--- src/rtl/traffic_light_controller.sv ---
// rtl/traffic_light_controller.sv - fixed-time T-junction light sequencer (six-state Moore FSM)
package traffic_light_controller_pkg;
  typedef enum logic [2:0] {
    S1 = 3'd0,
    S2 = 3'd1,
    S3 = 3'd2,
    S4 = 3'd3,
    S5 = 3'd4,
    S6 = 3'd5
  } state_t;
endpackage

module traffic_light_controller
  import traffic_light_controller_pkg::*;
#(
  parameter int T_MAIN = 7,
  parameter int T_TURN = 5,
  parameter int T_SIDE = 3,
  parameter int T_YEL  = 2,
  parameter int CNT_W  = 8
) (
  input  logic       clk,
  input  logic       rst,
  output logic [2:0] light_M1,
  output logic [2:0] light_S,
  output logic [2:0] light_MT,
  output logic [2:0] light_M2
);

  localparam logic [2:0] RED    = 3'b100;
  localparam logic [2:0] YELLOW = 3'b010;
  localparam logic [2:0] GREEN  = 3'b001;

  localparam logic [CNT_W-1:0] LAST_MAIN = CNT_W'(T_MAIN - 1);
  localparam logic [CNT_W-1:0] LAST_TURN = CNT_W'(T_TURN - 1);
  localparam logic [CNT_W-1:0] LAST_SIDE = CNT_W'(T_SIDE - 1);
  localparam logic [CNT_W-1:0] LAST_YEL  = CNT_W'(T_YEL - 1);
  localparam logic [CNT_W-1:0] CNT_ONE   = CNT_W'(1);

  state_t           state;
  state_t           next_state;
  state_t           succ;
  logic [CNT_W-1:0] count;
  logic [CNT_W-1:0] dwell_last;
  logic             legal;
  logic             advance;

  always_ff @(posedge clk) begin
    if (rst) begin
      state <= S1;
      count <= '0;
    end else begin
      state <= next_state;
      if (advance) begin
        count <= '0;
      end else begin
        count <= count + CNT_ONE;
      end
    end
  end

  // Unused encodings fall through as illegal and force an immediate return to S1.
  always_comb begin
    legal      = 1'b1;
    succ       = S1;
    dwell_last = '0;
    case (state)
      S1:      begin dwell_last = LAST_MAIN; succ = S2; end
      S2:      begin dwell_last = LAST_YEL;  succ = S3; end
      S3:      begin dwell_last = LAST_TURN; succ = S4; end
      S4:      begin dwell_last = LAST_YEL;  succ = S5; end
      S5:      begin dwell_last = LAST_SIDE; succ = S6; end
      S6:      begin dwell_last = LAST_YEL;  succ = S1; end
      default: legal = 1'b0;
    endcase
    advance    = !legal || (count == dwell_last);
    next_state = advance ? succ : state;
  end

  // Outputs decode the state register only, so rst cannot disturb the lamps between edges.
  always_comb begin
    light_M1 = RED;
    light_M2 = RED;
    light_MT = RED;
    light_S  = RED;
    case (state)
      S1: begin light_M1 = GREEN;  light_M2 = GREEN;  end
      S2: begin light_M1 = GREEN;  light_M2 = YELLOW; end
      S3: begin light_M1 = GREEN;  light_MT = GREEN;  end
      S4: begin light_M1 = YELLOW; light_MT = YELLOW; end
      S5: light_S = GREEN;
      S6: light_S = YELLOW;
      default: ;
    endcase
  end

endmodule

--- config.mk ---
export PLATFORM = sky130hd
export DESIGN_NAME = traffic_light_controller
export DESIGN_NICKNAME = d
export VERILOG_FILES = /design/src/rtl/traffic_light_controller.sv
export SDC_FILE = /design/constraint.sdc
export NUM_CORES = 1
export LEC_CHECK = 0
export ABC_CLOCK_PERIOD_IN_PS = 2100
export CAP_MARGIN = 0
export CORE_AREA = 2 2 39 41
export DETAILED_ROUTE_END_ITERATION = 10
export DIE_AREA = 0 0 41 43
export PLACE_DENSITY = 0.67
export SLEW_MARGIN = 20
export SYNTH_ARGS = -nofsm -noshare
export SYNTH_HDL_FRONTEND = slang
export SYNTH_SLANG_ARGS = --single-unit
export TNS_END_PERCENT = 20
--- constraint.sdc ---
create_clock -name clk -period 2.1 [get_ports clk]
set_input_delay 0.42 -clock clk [delete_from_list [all_inputs] [get_ports clk]]
set_output_delay 0.42 -clock clk [all_outputs]
set_load 0.01 [all_outputs]
Word level (Yosys, flattened, before mapping):

Cells that the tools add are included.

* word-level logic and storage cells: 23
* bits of input ports: 2
* register bits after elaboration: 11

* reductions and logical operators: 7
* equal/unequal tests: 6
* mux-type cells: 7
* $add $sub $neg: 1

Operators by type and width (count)
* one-hot mux 3 bit (2 select lines): 4
* one-hot mux 3 bit (5 select lines): 1
* one-hot mux 3 bit (4 select lines): 1
* adder 8 x 1 -> 8 bit (second input constant): 1
* equality test 8 bit: 1
* equality test 3 x 2 -> 1 bit (second input constant): 2
* equality test 3 bit (second input constant): 2
* OR reduction 3 bit: 2
* OR reduction 6 bit: 1
* equality test 3 x 1 -> 1 bit (second input constant): 1
* zero test 3 bit: 1
* OR reduction 2 bit: 1
* zero test 1 bit: 1
* logical OR 1 bit: 1
* 2-to-1 mux 1 bit: 1

Depth between registers and ports, before layout:

Gate-level depths: netlist (run 1).

* word-level depth: 6
* depth in mapped cells: 5
* depth with buffers taken out: 5

Worst setup path after synthesis (run 1):

Ideal clock, no wire load.

* path type: flip-flop to flip-flop
* start: register count[3]
* end: register state[1]
* setup time: 123 ps
* cell stages (with the launch flop): 5
* period minus slack after synthesis: 1511 ps
* buffers on the path: 0
* path slack: 589 ps
* arrival: 1388 ps
* path through: dfxtp_1 or3_1 nor4_2 and4b_2 mux2_1

* word-level cells in the longest chain between the ends: 2

Ends and longest elaborated chain
* start, declared: line 43 `logic [CNT_W-1:0] count;`
* start signal, assigned: line 57 `count <= count + CNT_ONE;`
* equality test 8 bit: line 76 `advance = !legal || (count == dwell_last);`
* logical OR 1 bit: line 76
* end signal, assigned: line 53 `state <= next_state;`
* end, declared: line 40 `state_t state;`

Every way passes these cells.
A chain may end at the register's enable or synchronous reset.

Final worst setup path (run 1):

* start: register state[1]
* end: output light_M2[0]

* word-level cells in the longest chain between the ends: 2
* elaborated cells on any way between the ends: 3
* classes of those cells: eq/ne (1); mux (1); reduce/logical (1)

Ends and longest elaborated chain
* equality test 3 x 1 -> 1 bit or zero test 3 bit (tied branches): line 86 `case (state)`
* one-hot mux 3 bit (2 select lines) (*): line 86
* end, declared: line 27 `output logic [2:0] light_M2`

Every way passes the cells marked *; elsewhere a longest branch is shown, timed or not.

==> results.py, run 1 <==
metrics = {
    "grt": {
        "grt_pass1_wl_mm": 1.85,
        "grt_max_degree": 10,
        "grt_pass1_vias": 451,
        "antenna_found_initial": 0,
        "track_usage_pct": 15.4,
        "gr-total-overflow": 0,
    },
    "route": {
        "drt-total-wl_mm": 1.07,
        "drtIter0Drc": 8,
        "viasPerCell": 5.06,
        "firstDrtPassIters": 2,
        "detail-route-antenna-nets": 0,
        "vias": 491,
        "drcViolationCount": 0,
        "avgRoutedWirePerCell_um": 11.1,
    },
    "sta": {
        "finalSetupTns_ns": 0,
        "setup_violations": 0,
        "report.final.slew_viol_count": 0,
        "worstMarginPinSlew_ns": 0.297,
        "hold_slack_ns": 0.497,
        "max_freq_ghz": 0.502,
        "clock_skew_ns": 0.00480,
        "rsz0062_at_grt": "false",
        "finalHoldViolCount": 0,
        "setup_ws_ns": 0.110,
        "maxSlewHeadroom_pct": 80.2,
        "fin_crit_sh_pct": 94.8,
        "period_needed_ns": 1.99,
    },
    "final_layout": {
        "drive_gt1_share_pct": 11.1,
        "layout.nets": 85,
        "layout_common_cells": "nor2_1, clkdlybuf4s50_1, dfxtp_1",
        "area_growth_pct": 28.1,
        "num_antenna_cells": 0,
        "final_common_cell": "nor2_1",
    },
    "clocking": {
        "numCtsBuffers": 3,
        "ctsHoldBuffers": 0,
        "root_buffer": "clkbuf_4",
        "cts_sinks": 11,
        "clk_latency_ns": 0.26,
        "cts-htree-levels": 1,
        "clkTransAtPathRegs_ns": 0.06,
        "clk_path_buf_depth": 2,
        "cts_tree": "yes",
    },
    "yosys": {
        "yosys_warnings": 0,
        "synth_area_um2": 566,
        "synthCells": 68,
        "yosys.area.top_type_share_pct": 38.9,
        "ys_ff_latch": 11,
        "yosysTopAreaCell": "dfxtp_1",
        "synth.avg_cell_area_um2": 8.32,
        "seq_area_frac_synth_pct": 38.9,
        "yosys.cell_types.count": 30,
        "synth_fp_nets": 71,
        "ys_top_cells_by_area": "dfxtp_1, nor2_1, xnor2_1",
    },
    "floorplan": {
        "dieWidth_um": 41,
        "io_pins": 14,
        "core_um2": 1380,
        "core.rowCount": 14,
        "die_y_um": 43,
        "dieArea_um2": 1760,
        "initial_core_util_pct": 40.9,
    },
    "setup_path": {
        "path_class": "reg -> out",
        "crit_fanout": 8,
        "cp.required_ns": 1.68,
        "crit_arrival_ns": 1.57,
        "cp-start-kind": "flop",
        "crit_path_end_kind": "output port",
    },
    "place": {
        "io_buffer_count": 13,
        "place_ws_ns": 0.349,
        "gp_congestion": 0.762,
        "hpwl_um": 845,
    },
    "power": {
        "power_density_nw_per_um2": 540,
        "ir_worst_vdd_mv": 0.301,
        "leakagePower_nw": 0.308,
    },
    "run_status": {
        "status": "finished clean",
    },
    "min_path": {
        "holdCritPathClass": "reg -> reg",
    },
    "run": {
        "drv_cap": 0,
    },
}
timing repair:
action | in CTS | in global routing
gates resized for setup | 0 | 2
setup buffers | 0 | 0
endpoints found under the setup margin | 0 | 3
metrics by stage:
| step | util, % | instance area, um^2 | power, W | std cells |
|---|---|---|---|---|
| 6_report | 52.4 | 724 | 0.000392 | 97 |
| 5_1_grt | 52.4 | 724 | 0.000415 | 97 |
| 4_1_cts | 52.1 | 721 | 0.000398 | 97 |
| 3_5_place_dp | 50.2 | 694 | 0.000258 | 93 |
| 3_3_place_gp | 50.2 | 694 | 0.000257 | 93 |
| 2_1_floorplan | - | 566 | 0.000248 | 68 |
sequential cells by signal (all words and copies together), names as in the netlist:
signal,count
state,3
count,8
critical path, cell delays in order (launching register included):
cell and delay [ns]:
dfxtp_1 0.36, or2_2 0.33, nor2_1 0.09, clkdlybuf4s50_1 0.53
final cells by class:
cell class	instances	area (um^2)
clock buffer	4	26.3
fill	149	659
inverter	2	7.51
multi-input combinational	51	317
sequential	11	221
tap	16	20.0
timing repair buffer	13	133
cells by family (layout without fill, tap and decap cells):
group	Yosys count	count (layout)	synth area share (%)
fa+ha+maj	1	1	2.21
buf+inv	6	19	5.09
simple gates	35	35	32.5
compound gates	7	7	7.96
mux	2	2	3.98
flops	11	11	38.9
xor+xnor	6	6	9.29
path summary, 6_finish.rpt:
check	start	to	slack (ns)	depth (start not counted)
max	state[1]	light_M2[0]	0.11	3
min	count[0]	count[0]	0.50	1
max reg2reg	count[3]	state[2]	0.49	4
min reg2reg	count[0]	count[0]	0.50	1
cells in the mapped netlist:
cell,number
a211o_1,1
a21oi_1,2
a31o_2,1
and2_1,1
and3_1,1
and4_1,1
and4b_2,1
buf_2,1
buf_4,1
clkbuf_1,1
clkbuf_2,1
dfxtp_1,11
ha_1,1
inv_1,2
mux2_1,2
nand2_1,3
nand2b_1,2
nand3_1,2
nand4_1,1
nor2_1,15
nor2b_1,1
nor3_1,2
nor3b_1,1
nor4_2,1
o21ai_0,1
o22ai_1,2
or2_2,2
or3_1,1
xnor2_1,3
xor2_1,3
power by group:
part           internal, W   total, W  switching, W  leakage [nW]
logic            0.0000129  0.0000253     0.0000124         0.203
clock network    0.0000732   0.000139     0.0000653        0.0150
registers         0.000215   0.000228     0.0000123        0.0897
total             0.000301   0.000392     0.0000900         0.308
per-layer routing:
layer,share of wire [%],vias to the layer above,GRT usage [%]
met2,45,12,23.1
li1,-,256,-
met1,49,221,18.8
met5,0,-,0
met4,1.1,0,8.00
met3,4.7,2,4.71
Power figures use the tool's default switching activity.
==> run 2, diff against run 1 <==
ABC_CLOCK_PERIOD_IN_PS = 2500   (was 2100)
clock period = 2.5 ns   (was 2.1 ns; I/O delays follow)
==> run 2 against run 1 <==
  * Combinational power decreased by 15%
  * Routed wire length decreased by 0.19%
  * Sequential share of layout area about the same
  * Total power decreased by 16%
  * Setup slack improved by 0.30 ns
  * Via count unchanged
  * Utilization decreased by 0.27 points
  * Global-route usage unchanged
  * Non-clock buffer count unchanged
  * Design area decreased by 0.52%
  * Highest routed layer unchanged
==> results.py, run 2 (synthesis gave the netlist of run 1 again) <==
metrics = {
    "sta": {
        "finalSetupTns_ns": 0,
        "clock_skew_ns": 0.00462,
        "fin_crit_sh_pct": 83.6,
        "period_needed_ns": 2.09,
        "maxSlewHeadroom_pct": 80.2,
        "setup_violations": 0,
        "worstMarginPinSlew_ns": 0.296,
        "rsz0062_at_grt": "false",
        "max_freq_ghz": 0.478,
        "report.final.slew_viol_count": 0,
        "finalHoldViolCount": 0,
    },
    "final_layout": {
        "fillers": 151,
        "layout_common_cells": "nor2_1, clkdlybuf4s50_1, dfxtp_1",
        "final_common_cell": "nor2_1",
        "layout.nets": 85,
        "layout.cells.non_filler": 97,
        "multi_input_area_um2": 317,
        "num_antenna_cells": 0,
        "area_growth_pct": 27.4,
        "largest_reg_flops": 8,
        "drive_gt1_share_pct": 9.88,
        "reg.largest.list": "count x8, state x3",
        "top_register": "count",
        "postLayoutCellArea_um2": 721,
        "final_core_util_pct": 52.1,
        "seq_area_um2": 220,
    },
    "power": {
        "ir_worst_vdd_mv": 0.253,
        "leakagePower_nw": 0.289,
        "power_density_nw_per_um2": 457,
        "total_power_w": 0.000329,
    },
    "setup_path": {
        "crit_start": "state[1]",
        "path_class": "reg -> out",
        "crit_arrival_ns": 1.59,
        "crit_path_end_kind": "output port",
        "cp.required_ns": 2.00,
        "cp-start-kind": "flop",
        "crit_fanout": 8,
        "timing.rr.start": "count[3]",
    },
    "floorplan": {
        "die_y_um": 43,
        "dieArea_um2": 1760,
        "io_pins": 14,
        "core.rowCount": 14,
        "initial_core_util_pct": 40.9,
        "dieWidth_um": 41,
        "core_um2": 1380,
    },
    "place": {
        "hpwl_um": 845,
        "gp_congestion": 0.763,
        "placement.cell_area_um2": 694,
        "place_inst": 93,
        "io_buffer_count": 13,
    },
    "clocking": {
        "ctsResizeCount": 0,
        "clk_latency_ns": 0.26,
        "cts_tree": "yes",
        "ctsHoldBuffers": 0,
        "cts-htree-levels": 1,
        "cts_sinks": 11,
        "clkTransAtPathRegs_ns": 0.06,
        "numCtsBuffers": 3,
        "root_buffer": "clkbuf_4",
        "clk_path_buf_depth": 2,
        "cts_setup_buffers": 0,
    },
    "route": {
        "detail-route-antenna-nets": 0,
        "firstDrtPassIters": 2,
        "avgRoutedWirePerCell_um": 11.0,
        "drcViolationCount": 0,
        "drt-total-wl_mm": 1.07,
        "viasPerCell": 5.06,
        "drtIter0Drc": 8,
        "vias": 491,
    },
    "run": {
        "drv_cap": 0,
    },
    "grt": {
        "grt_pass1_wl_mm": 1.85,
        "antenna_found_initial": 0,
        "grt_max_degree": 10,
        "track_usage_pct": 15.4,
        "grt_pass1_vias": 451,
        "gr-total-overflow": 0,
    },
    "run_status": {
        "status": "finished clean",
    },
    "min_path": {
        "hp-start": "count[0]",
        "holdCritPathClass": "reg -> reg",
    },
}
[run 2: cell type report]
class	count	area share [%]
Inverter	2	1.04
Multi-Input combinational cell	51	43.9
Timing Repair Buffer	13	18.1
Sequential cell	11	30.6
Tap cell	16	2.78
Clock buffer	4	3.65
[run 2: report_power, final]
| group | switching (W) | leakage (nW) | internal, W | total (W) |
|---|---|---|---|---|
| logic | 0.0000104 | 0.185 | 0.0000109 | 0.0000214 |
| clock network | 0.0000550 | 0.0150 | 0.0000615 | 0.000116 |
| registers | 0.0000103 | 0.0892 | 0.000181 | 0.000191 |
[run 2: stage by stage]
step / setup slack (ns) / hold WS, ns
global placement: 0.710 / 0.481
finish: 0.409 / 0.498
floorplan: 0.989 / 0.449
CTS: 0.381 / 0.502
detailed placement: 0.669 / 0.486
global route: 0.297 / 0.524
[run 2: worst paths after layout]
| kind | slack, ns | cells past startpoint | endpoint |
|---|---|---|---|
| worst max-delay path | 0.41 | 3 | light_M2[1] |
| worst max register to register | 0.89 | 4 | state[2] |
| worst min-delay path | 0.50 | 1 | count[0] |
| worst min register to register | 0.50 | 1 | count[0] |
[run 2: worst max-delay path: stages, from the launching register on]
cell and delay [ns]:
dfxtp_1 0.36, or2_2 0.33, nor2_1 0.10, clkdlybuf4s50_1 0.54
[run 2: per-layer routing]
metal  share of wire, %  GRT usage [%]
met2                 45           23.1
met4                1.1           8.00
met3                4.3           4.71
met1                 49           18.8
met5                  0              0
